File: src/rtl/ram_req_master.sv
// ram_req_master: valid/ready request stream to single-port sync RAM, with a 2-entry read response FIFO.
module ram_req_master #(
  parameter int ADDR_BITS = 10,
  parameter int DATA_BITS = 8
) (
  input  logic                 clk,
  input  logic                 rst,
  input  logic                 req_valid,
  output logic                 req_ready,
  input  logic                 req_we,
  input  logic [ADDR_BITS-1:0] req_addr,
  input  logic [DATA_BITS-1:0] req_wdata,
  output logic                 rsp_valid,
  input  logic                 rsp_ready,
  output logic [DATA_BITS-1:0] rsp_rdata,
  output logic                 ram_ena,
  output logic                 ram_wea,
  output logic [ADDR_BITS-1:0] ram_addr,
  output logic [DATA_BITS-1:0] ram_din,
  input  logic [DATA_BITS-1:0] ram_dout,
  output logic                 busy
);
  logic [1:0] count_q, count_d;
  logic wptr_q, wptr_d, rptr_q, rptr_d, inflight_q, inflight_d;
  logic [DATA_BITS-1:0] mem_q [2];
  logic accept, pop, push;
  logic [2:0] occ;
  // Credit covers the in-flight read so a full FIFO is never pushed; a pop this cycle frees a slot.
  always_comb begin
    pop = !rst && count_q != 2'd0 && rsp_ready;
    push = inflight_q;
    occ = {1'b0, count_q} + {2'b0, inflight_q} - {2'b0, pop};
    req_ready = !rst && occ < 3'd2;
    accept = req_valid && req_ready;
    ram_ena = accept;
    ram_wea = accept && req_we;
    ram_addr = req_addr;
    ram_din = req_wdata;
    rsp_valid = !rst && count_q != 2'd0;
    rsp_rdata = rst ? '0 : mem_q[rptr_q];
    busy = !rst && (inflight_q || count_q != 2'd0);
    inflight_d = accept && !req_we;
    wptr_d = wptr_q ^ push;
    rptr_d = rptr_q ^ pop;
    count_d = count_q + {1'b0, push} - {1'b0, pop};
  end
  always_ff @(posedge clk) begin
    if (rst) begin
      count_q <= 2'd0;
      wptr_q <= 1'b0;
      rptr_q <= 1'b0;
      inflight_q <= 1'b0;
      mem_q[0] <= '0;
      mem_q[1] <= '0;
    end else begin
      count_q <= count_d;
      wptr_q <= wptr_d;
      rptr_q <= rptr_d;
      inflight_q <= inflight_d;
      if (push) mem_q[wptr_q] <= ram_dout;
    end
  end
endmodule
File: config.mk
export PLATFORM = sky130hd
export DESIGN_NAME = ram_req_master
export DESIGN_NICKNAME = d
export VERILOG_FILES = /design/src/rtl/ram_req_master.sv
export SDC_FILE = /design/constraint.sdc
export NUM_CORES = 1
export LEC_CHECK = 0
export BUFFER_PORTS_ARGS = -buffer_cell sky130_fd_sc_hd__clkbuf_2
export CAP_MARGIN = 15
export CELL_PAD_IN_SITES_DETAIL_PLACEMENT = 1
export CELL_PAD_IN_SITES_GLOBAL_PLACEMENT = 1
export CORE_MARGIN = 4
export CORE_UTILIZATION = 32
export DETAILED_ROUTE_END_ITERATION = 8
export HOLD_SLACK_MARGIN = 0.08
export PLACE_DENSITY = 0.82
export SYNTH_ARGS = -nofsm -noshare
export SYNTH_HDL_FRONTEND = slang
export SYNTH_SLANG_ARGS = --single-unit
export TNS_END_PERCENT = 5
File: constraint.sdc
create_clock -name clk -period 2.81 [get_ports clk]
set_input_delay 0.562 -clock clk [delete_from_list [all_inputs] [get_ports clk]]
set_output_delay 0.562 -clock clk [all_outputs]
set_load 0.03 [all_outputs]
Word-level counts from Yosys, hierarchy flattened
Memory sizes are Yosys's and may differ from the RTL's. A register that Yosys moved wholly into a read port is not among the register bits.
Cells that the tools add are included.
{ "totals": {"register_bits": 5, "mem_bits_rw": 16, "in_bits": 31, "output_inout_bits": 31, "elab_cells": 34, "mem_count": 1} }
{ "memory_table": {"columns": ["name", "depth", "width", "read_ports", "rd_clocked_by_memory_dff", "wr", "line", "source"], "rows": [
  ["mem_q", 2, 8, 1, 1, 2, "25", "logic [DATA_BITS-1:0] mem_q [2];"]
]} }
{ "op_classes": {"addsub": 4, "magnitude_cmp": 1, "n_mux": 10, "bitwise_logic": 2, "n_reduce_logical": 12} }
{ "op_table": {"columns": ["cell", "count"], "rows": [
  ["$mux W8", 2],
  ["$mux W1", 8],
  ["$reduce_or A8 Y1", 1],
  ["$logic_and A1 B1 Y1", 7],
  ["$add A2 B1 Y3", 1],
  ["$lt A3 B2 Y1 const B", 1],
  ["$sub A3 B1 Y3", 1],
  ["$add A2 B1 Y2", 1],
  ["$logic_not A1 Y1", 2],
  ["$reduce_bool A2 Y1", 1],
  ["$sub A2 B1 Y2", 1],
  ["$xor A1 B1 Y1", 2],
  ["$logic_or A1 B1 Y1", 1]
]} }

Longest topological paths before layout
Gate-level depths: netlist of the first run.
{ "logic_depth": {"depth_word": 8, "mapped_depth": 8, "depth_no_buf": 8} }

Worst setup path before layout of the first run
No wires, ideal clock.
{ "synth_path": {"path_type": "input -> output", "startpoint": "input port rst", "endpoint": "output port ram_wea", "arrival_ns": 2.828, "required_time_ns": 2.248, "path_slack_ns": -0.580, "stages": 7, "n_path_buf": 1, "cell_sequence": "buf_2 -> nor3b_1 -> ha_1 -> inv_1 -> ha_1 -> fa_1 -> nor4_1"} }
{ "synth_between": {"elab_chain_len": 8} }
{ "synth_lines": {"columns": ["item", "line", "source"], "rows": [
  ["from (decl)", "7", "input logic rst,"],
  ["$logic_not A1 Y1 *", "30, 33", null],
  ["$logic_and A1 B1 Y1 (2 in a row)", "30", "pop = !rst && count_q != 2'd0 && rsp_ready;"],
  ["$sub A3 B1 Y3", "32", "occ = {1'b0, count_q} + {2'b0, inflight_q} - {2'b0, pop};"],
  ["$lt A3 B2 Y1", "33", "req_ready = !rst && occ < 3'd2;"],
  ["$logic_and A1 B1 Y1 *", "33", null],
  ["$logic_and A1 B1 Y1 *", "34", "accept = req_valid && req_ready;"],
  ["$logic_and A1 B1 Y1 *", "36", "ram_wea = accept && req_we;"],
  ["to (decl)", "17", "output logic ram_wea,"]
]} }
Every way passes the cells marked *; elsewhere a longest branch is shown, timed or not.

Worst setup path after layout of the first run
{ "layout_path": {"startpoint": "register count_q[1]", "endpoint": "output port req_ready"} }
{ "layout_between": {"elab_chain_len": 6, "elab_cells_between_ends": 7, "classes_between": "add/sub (2); order compare (1); reduce/logical (4)"} }
{ "layout_lines": {"columns": ["item", "line", "source"], "rows": [
  ["from (decl)", "23", "logic [1:0] count_q, count_d;"],
  ["from (signal assigned)", "56", "count_q <= count_d;"],
  ["branches (longest 3 deep; another with $add A2 B1 Y3)", null, null],
  ["$sub A3 B1 Y3 *", "32", null],
  ["$lt A3 B2 Y1 *", "33", null],
  ["$logic_and A1 B1 Y1 *", "33", null],
  ["to (decl)", "9", "output logic req_ready,"]
]} }
Mark *: on every way between the ends.

==> flow_summary.json, run 1 <==
{
  "finalNonFillerCells": 164,
  "antenna_found_initial": 0,
  "synth_flop_cell": "edfxtp_1",
  "maxCapViolCount": 0,
  "p_switching_mw": 0.2562,
  "h-tree-depth": 1,
  "dp_cells": 156,
  "worstRegToRegCells": 8,
  "drt_wl_total_um": 2460,
  "synth_seq_cells": 21,
  "cellLeakagePower_nw": 0.5604,
  "cp_slowest_stage_delay_ns": 0.43,
  "seqPwrFrac": 0.487,
  "die-area_um2": 4661,
  "root_buffer": "clkbuf_4",
  "min_period_over_period": 1.051,
  "wl_per_cell_um": 15.00,
  "comb_power_share": 0.331,
  "netlist_area_um2": 1162,
  "antenna_cells": 0,
  "dpl.hpwl_um": 1796,
  "via_count": 773,
  "fin_skew_ns": 0.003636,
  "numPortBuffers": 25,
  "firstDrtPassIters": 2,
  "via_per_inst": 4.713,
  "clock_sinks": 21,
  "grt-ovfl-total": 0,
  "async_reset_ff_frac": 0,
  "worstMarginPinSlew_ns": 0.8566,
  "core-area_um2": 3416,
  "synth_common_cells": "buf_4, and2_1, edfxtp_1",
  "drv_slew": 0,
  "grt_use_total": 0.1154,
  "die_w_um": 68.27,
  "avgSynthCellArea_um2": 11.18,
  "netSwitchingFraction": 0.3250,
  "yosysWarnings": 0,
  "synth_cells": 104,
  "ant_nets": 0,
  "clk_latency_ns": 0.30,
  "path_cells": "nor2_4 > nor3b_2 > ha_1 > inv_1 > ha_2 > fa_2 > xnor2_4 > buf_6 > nor3_2 > buf_4",
  "path_clk_slew_ns": 0.11,
  "layout_setup_ws_ns": -0.1424,
  "violations": "negative setup slack",
  "clockBufferDepth": 2,
  "clockPowerShare": 0.182,
  "relSlewSlack": 0.4277,
  "ys_types": 25,
  "layout-drive-gt1-share": 0.4068,
  "rsz0062_at_grt": "true",
  "finalHoldViolCount": 0,
  "cpMaxStageDelayCell": "fa_2",
  "yosysSeqAreaShare": 0.4995,
  "holdPathStages": 2,
  "hold_class": "in2reg",
  "syn_to_final_growth_pct": 17.01,
  "cts_tree": "done",
  "synth_most_common_cell": "buf_4",
  "peakVddDrop_mv": 0.2210,
  "ctsHoldBuffers": 0,
  "die_h_um": 68.27,
  "yosys.area.top_type": "edfxtp_1",
  "synth_nets": 138,
  "crit_path_end_kind": "primary output",
  "timing_worst_setup_path_type": "reg2out",
  "worstPathRequired_ns": 2.25,
  "period_needed_ns": 2.952,
  "synth_top_cell_area_share": 0.4133,
  "crit_fanout": 4,
  "setup_viol_count_final": 3,
  "grt_pass1_vias": 826,
  "gp_congestion": 0.7740,
  "grt_pass1_wl_um": 3967,
  "grt_max_degree": 24,
  "start_util": 0.3403,
  "synth_edf_count": 16,
  "num_rows": 21,
  "p_int_mw": 0.5321,
  "cts_buffers": 3,
  "critical_path.startpoint_type": "flip-flop",
  "yosys-top-cells-area": "edfxtp_1, buf_4, and2_1",
  "powerDensity_nw_per_um2": 579.7,
  "total_power_mw": 0.7884,
  "final_nets": 153,
  "ios": 62,
  "outcome": "finished with violations",
  "drtIter0Drc": 26,
  "drc": 0,
  "fmax_mhz": 338.7,
  "crit_arrival_ns": 2.39
}
-- power groups by stage --
stage / clock network, mW / logic, mW / registers, mW
global placement: 0 / 0.198 / 0.386
CTS: 0.150 / 0.252 / 0.384
finish: 0.143 / 0.261 / 0.384
detailed placement: 0 / 0.209 / 0.388
global route: 0.165 / 0.281 / 0.388
floorplan: 0 / 0.212 / 0.376
-- critical path, delay by kind of cell, from the launching register on --
kind	cells	cell delay, ns
buffers and inverters	3	0.35
xor gates and xnor gates	1	0.31
and+or+nand+nor	3	0.20
adders and majority gates	3	0.87
DFF	1	0.35
-- path summary, 6_finish.rpt --
check,to,start,slack (ns)
worst min register to register,wptr_q,inflight_q,0.56
worst max register to register,inflight_q,count_q[1],0.76
worst min-delay path,mem_q[1][2],ram_dout[2],0.54
worst max-delay path,req_ready,count_q[1],-0.14
-- layer usage --
layer	wire, um	track usage
met1	822	0.1205
met2	1410	0.2154
met3	145	0.01806
met4	81	0.06700
met5	0	0
-- cell type report --
cell class | instances | area, um^2
Clock buffer | 3 | 22.52
Clock inverter | 1 | 5.005
Inverter | 4 | 15.01
Multi-Input combinational cell | 58 | 479.2
Timing Repair Buffer | 31 | 193.9
Sequential cell | 21 | 586.8
Tap cell | 46 | 57.56
Fill cell | 389 | 2056
-- flip-flops by register name, summed over array words and instances (netlist names) --
name	flops
mem_q	16
count_q	2
inflight_q	1
rptr_q	1
wptr_q	1
-- logic make-up (layout without fill, tap and decap cells) --
kind of cell	count (synthesis)	after routing	share of synthesized area
and+or+nand+nor	40	40	0.2024
buffers and inverters	25	39	0.1442
DFF	21	21	0.4995
muxes	9	9	0.07858
AOI/OAI and AO/OA	4	4	0.02153
adders and majority gates	3	3	0.03875
xor gates and xnor gates	2	2	0.01507
-- layout by cell type, fill, tap and decap left out --
master	instances
xnor2_4	1
dfxtp_2	2
nand2b_1	1
dfxtp_4	1
inv_1	4
buf_6	1
o21ai_0	1
edfxtp_1	16
nor2b_1	3
nor3b_2	2
mux2i_1	8
dfxtp_1	2
and3b_1	1
buf_4	6
nor2_1	11
clkbuf_8	2
nor2_4	1
fa_2	1
a21o_1	1
clkbuf_4	3
nor4_1	1
ha_2	1
nor3_2	1
a21oi_1	1
clkbuf_2	22
and2_1	16
nand2_1	1
mux2_2	1
nor4b_4	1
o21bai_1	1
ha_1	1
clkinv_2	1
xnor2_1	1
nor4_4	1
-- stage by stage --
stage	utilization	setup slack, ns	cell area, um^2	setup TNS [ns]	hold WS (ns)
floorplan	-	-0.05521	1216	-0.09169	0.5318
global placement	0.3648	-0.1460	1246	-0.4189	0.5519
global route	0.3982	-0.2634	1360	-0.7341	0.5241
CTS	0.3945	-0.1404	1348	-0.3718	0.5008
finish	0.3982	-0.1424	1360	-0.3749	0.5380
detailed placement	0.3648	-0.2764	1246	-0.7818	0.5757
-- repair_timing --
item / CTS / global route
resized for setup: 12 / 3
endpoints found under the setup margin: 3 / 3
endpoints found under the hold margin: 0 / 0
pin swaps: 6 / 7
buffers inserted: 3 / 1
No activity file was read; power rests on OpenSTA's default activity.
==> run 2: changes to the inputs <==
ABC_AREA = 1   (was not set)
CORE_UTILIZATION = 31   (was 32)
==> flow_summary.json, run 2 <==
{
  "peakVddDrop_mv": 0.3017,
  "grt_pass1_wl_um": 5582,
  "die_h_um": 69.89,
  "via_per_inst": 4.493,
  "r2r_slack_ns": -0.05,
  "dp_cells": 188,
  "whs_ns": 0.4912,
  "synth_edf_count": 16,
  "grt_use_total": 0.1544,
  "finalHoldViolCount": 0,
  "clk_latency_ns": 0.27,
  "layout-drive-gt1-share": 0.5780,
  "setup_viol_count_final": 4,
  "cellLeakagePower_nw": 0.7959,
  "cts_tree": "done",
  "critical_path.startpoint_type": "flip-flop",
  "syn_to_final_growth_pct": 39.83,
  "violations": "negative setup slack",
  "outcome": "finished with violations",
  "timing_worst_setup_path_type": "reg2out",
  "antenna_found_initial": 0,
  "top_register": "mem_q",
  "h-tree-depth": 1,
  "period_needed_ns": 2.974,
  "grt-ovfl-total": 0,
  "worstPathRequired_ns": 2.25,
  "synth_most_common_cell": "nor2_1",
  "yosysSeqAreaShare": 0.4889,
  "seqPwrFrac": 0.409,
  "gp_congestion": 0.7961,
  "finalNonFillerCells": 221,
  "ant_nets": 0,
  "p_switching_mw": 0.3058,
  "worstMarginPinSlew_ns": 0.5332,
  "p_int_mw": 0.6099,
  "r2r_end": "rptr_q",
  "netlist_area_um2": 1187,
  "layout_setup_ws_ns": -0.1644,
  "clock_sinks": 21,
  "maxCapViolCount": 0,
  "synth_flop_cell": "edfxtp_1",
  "hold_class": "in2reg",
  "die_w_um": 69.89,
  "worstRegToRegCells": 24,
  "async_reset_ff_frac": 0,
  "path_clk_slew_ns": 0.08,
  "holdPathStages": 2,
  "yosysWarnings": 0,
  "ios": 62,
  "drtIter0Drc": 24,
  "most-common-layout-cells": "nor2_1, clkbuf_2, buf_4, edfxtp_1, inv_1",
  "netSwitchingFraction": 0.3339,
  "numPortBuffers": 25,
  "powerDensity_nw_per_um2": 551.5,
  "dpl.hpwl_um": 1969,
  "antenna_cells": 0,
  "die-area_um2": 4885,
  "synth_nets": 165,
  "firstDrtPassIters": 4,
  "num_rows": 22,
  "via_count": 993,
  "post-route-util": 0.4501,
  "whs_endpoint": "inflight_q",
  "grt_pass1_vias": 1098,
  "regToRegStartpoint": "count_q[1]",
  "clockPowerShare": 0.227,
  "drt_wl_total_um": 3695,
  "ctsHoldBuffers": 0,
  "drv_slew": 0,
  "yosys.area.top_type": "edfxtp_1",
  "tns_ns": -0.4935,
  "crit_path_end_kind": "primary output",
  "fmax_mhz": 336.2,
  "ys_types": 18,
  "yosys-top-cells-area": "edfxtp_1, buf_4, nor2_1",
  "top_regs": "mem_q x16, count_q x2",
  "synth_common_cells": "nor2_1, inv_1, buf_4",
  "cts_buffers": 3,
  "largest_reg_flops": 16,
  "fin_skew_ns": 0.001320,
  "rsz0062_at_grt": "true",
  "final_common_cell": "nor2_1",
  "grt_max_degree": 17,
  "drc": 0,
  "final_nets": 208,
  "min_period_over_period": 1.059,
  "root_buffer": "clkbuf_8",
  "synth_cells": 131,
  "avgSynthCellArea_um2": 9.064,
  "crit_arrival_ns": 2.41,
  "synth_seq_cells": 21,
  "crit_fanout": 3,
  "dp_slack_ns": -0.2161,
  "comb_power_share": 0.364,
  "min_from": "req_we",
  "start_util": 0.3219,
  "core-area_um2": 3689,
  "relSlewSlack": 0.6440,
  "synth_top_cell_area_share": 0.4046,
  "clockBufferDepth": 2,
  "wl_per_cell_um": 16.72
}
## run 2: critical path, stage by stage, from the launching register on
cell	delay (ns)
dfxtp_2	0.35
inv_4	0.07
nand2_4	0.05
nand3_4	0.10
inv_4	0.04
ha_4	0.27
inv_4	0.03
ha_4	0.15
fa_2	0.46
nor2_4	0.11
nand4_1	0.18
inv_1	0.15
clkbuf_8	0.18
## run 2: kinds of logic (layout without fill, tap and decap cells)
family	after synthesis	count (layout)	share of synthesized area
AND/OR/NAND/NOR	55	55	0.2139
flip-flops	21	21	0.4889
buffers and inverters	43	85	0.2023
adder cells (fa/ha/maj)	3	3	0.03793
AO/OA/AOI/OAI	9	9	0.05690
## run 2: worst max path at each step
| stage | slack, ns | startpoint | end |
|---|---|---|---|
| after CTS | -0.14 | count_q[1] | ram_wea |
| after global placement | -0.1 | rst | ram_wea |
| final | -0.16 | count_q[1] | ram_ena |
| after detailed placement | -0.22 | rst | ram_wea |
| after global routing | -0.23 | count_q[0] | ram_wea |
| after floorplan | 0.03 | rst | ram_wea |
## run 2: stage by stage
step / power (mW) / area (um^2)
6_report: 0.9157 / 1660
5_1_grt: 0.9551 / 1660
4_1_cts: 0.8487 / 1569
3_5_place_dp: 0.5601 / 1251
3_3_place_gp: 0.5477 / 1251
2_1_floorplan: 0.5482 / 1190
## run 2: layer usage
layer  track usage  routed length (um)  up-vias
met5             0                   0        -
met4        0.1106                 166        0
met3       0.03165                 180       17
met2        0.2980                2102       30
met1        0.1391                1245      474
li1              -                   -      472
## run 2: area by class of cell
type                       count  area [um^2]
clock buffer                   3        41.29
clock inverter                 1        5.005
fill                         439         2028
inverter                      23        93.84
multi-input combinational     67        441.7
sequential                    21        583.1
tap                           48        60.06
timing repair buffer          58        435.4
## run 2: repair_timing
item	4_1_cts	5_1_grt
endpoints found under the setup margin	3	5
setup buffers	27	4
pin swaps	7	9
resized for setup	23	20
## run 2: power groups by stage
stage	clock, mW	sequential, mW	combinational (mW)
2_1_floorplan	0	0.370	0.179
3_3_place_gp	0	0.375	0.172
3_5_place_dp	0	0.378	0.182
4_1_cts	0.207	0.373	0.268
5_1_grt	0.220	0.377	0.358
6_report	0.208	0.374	0.334
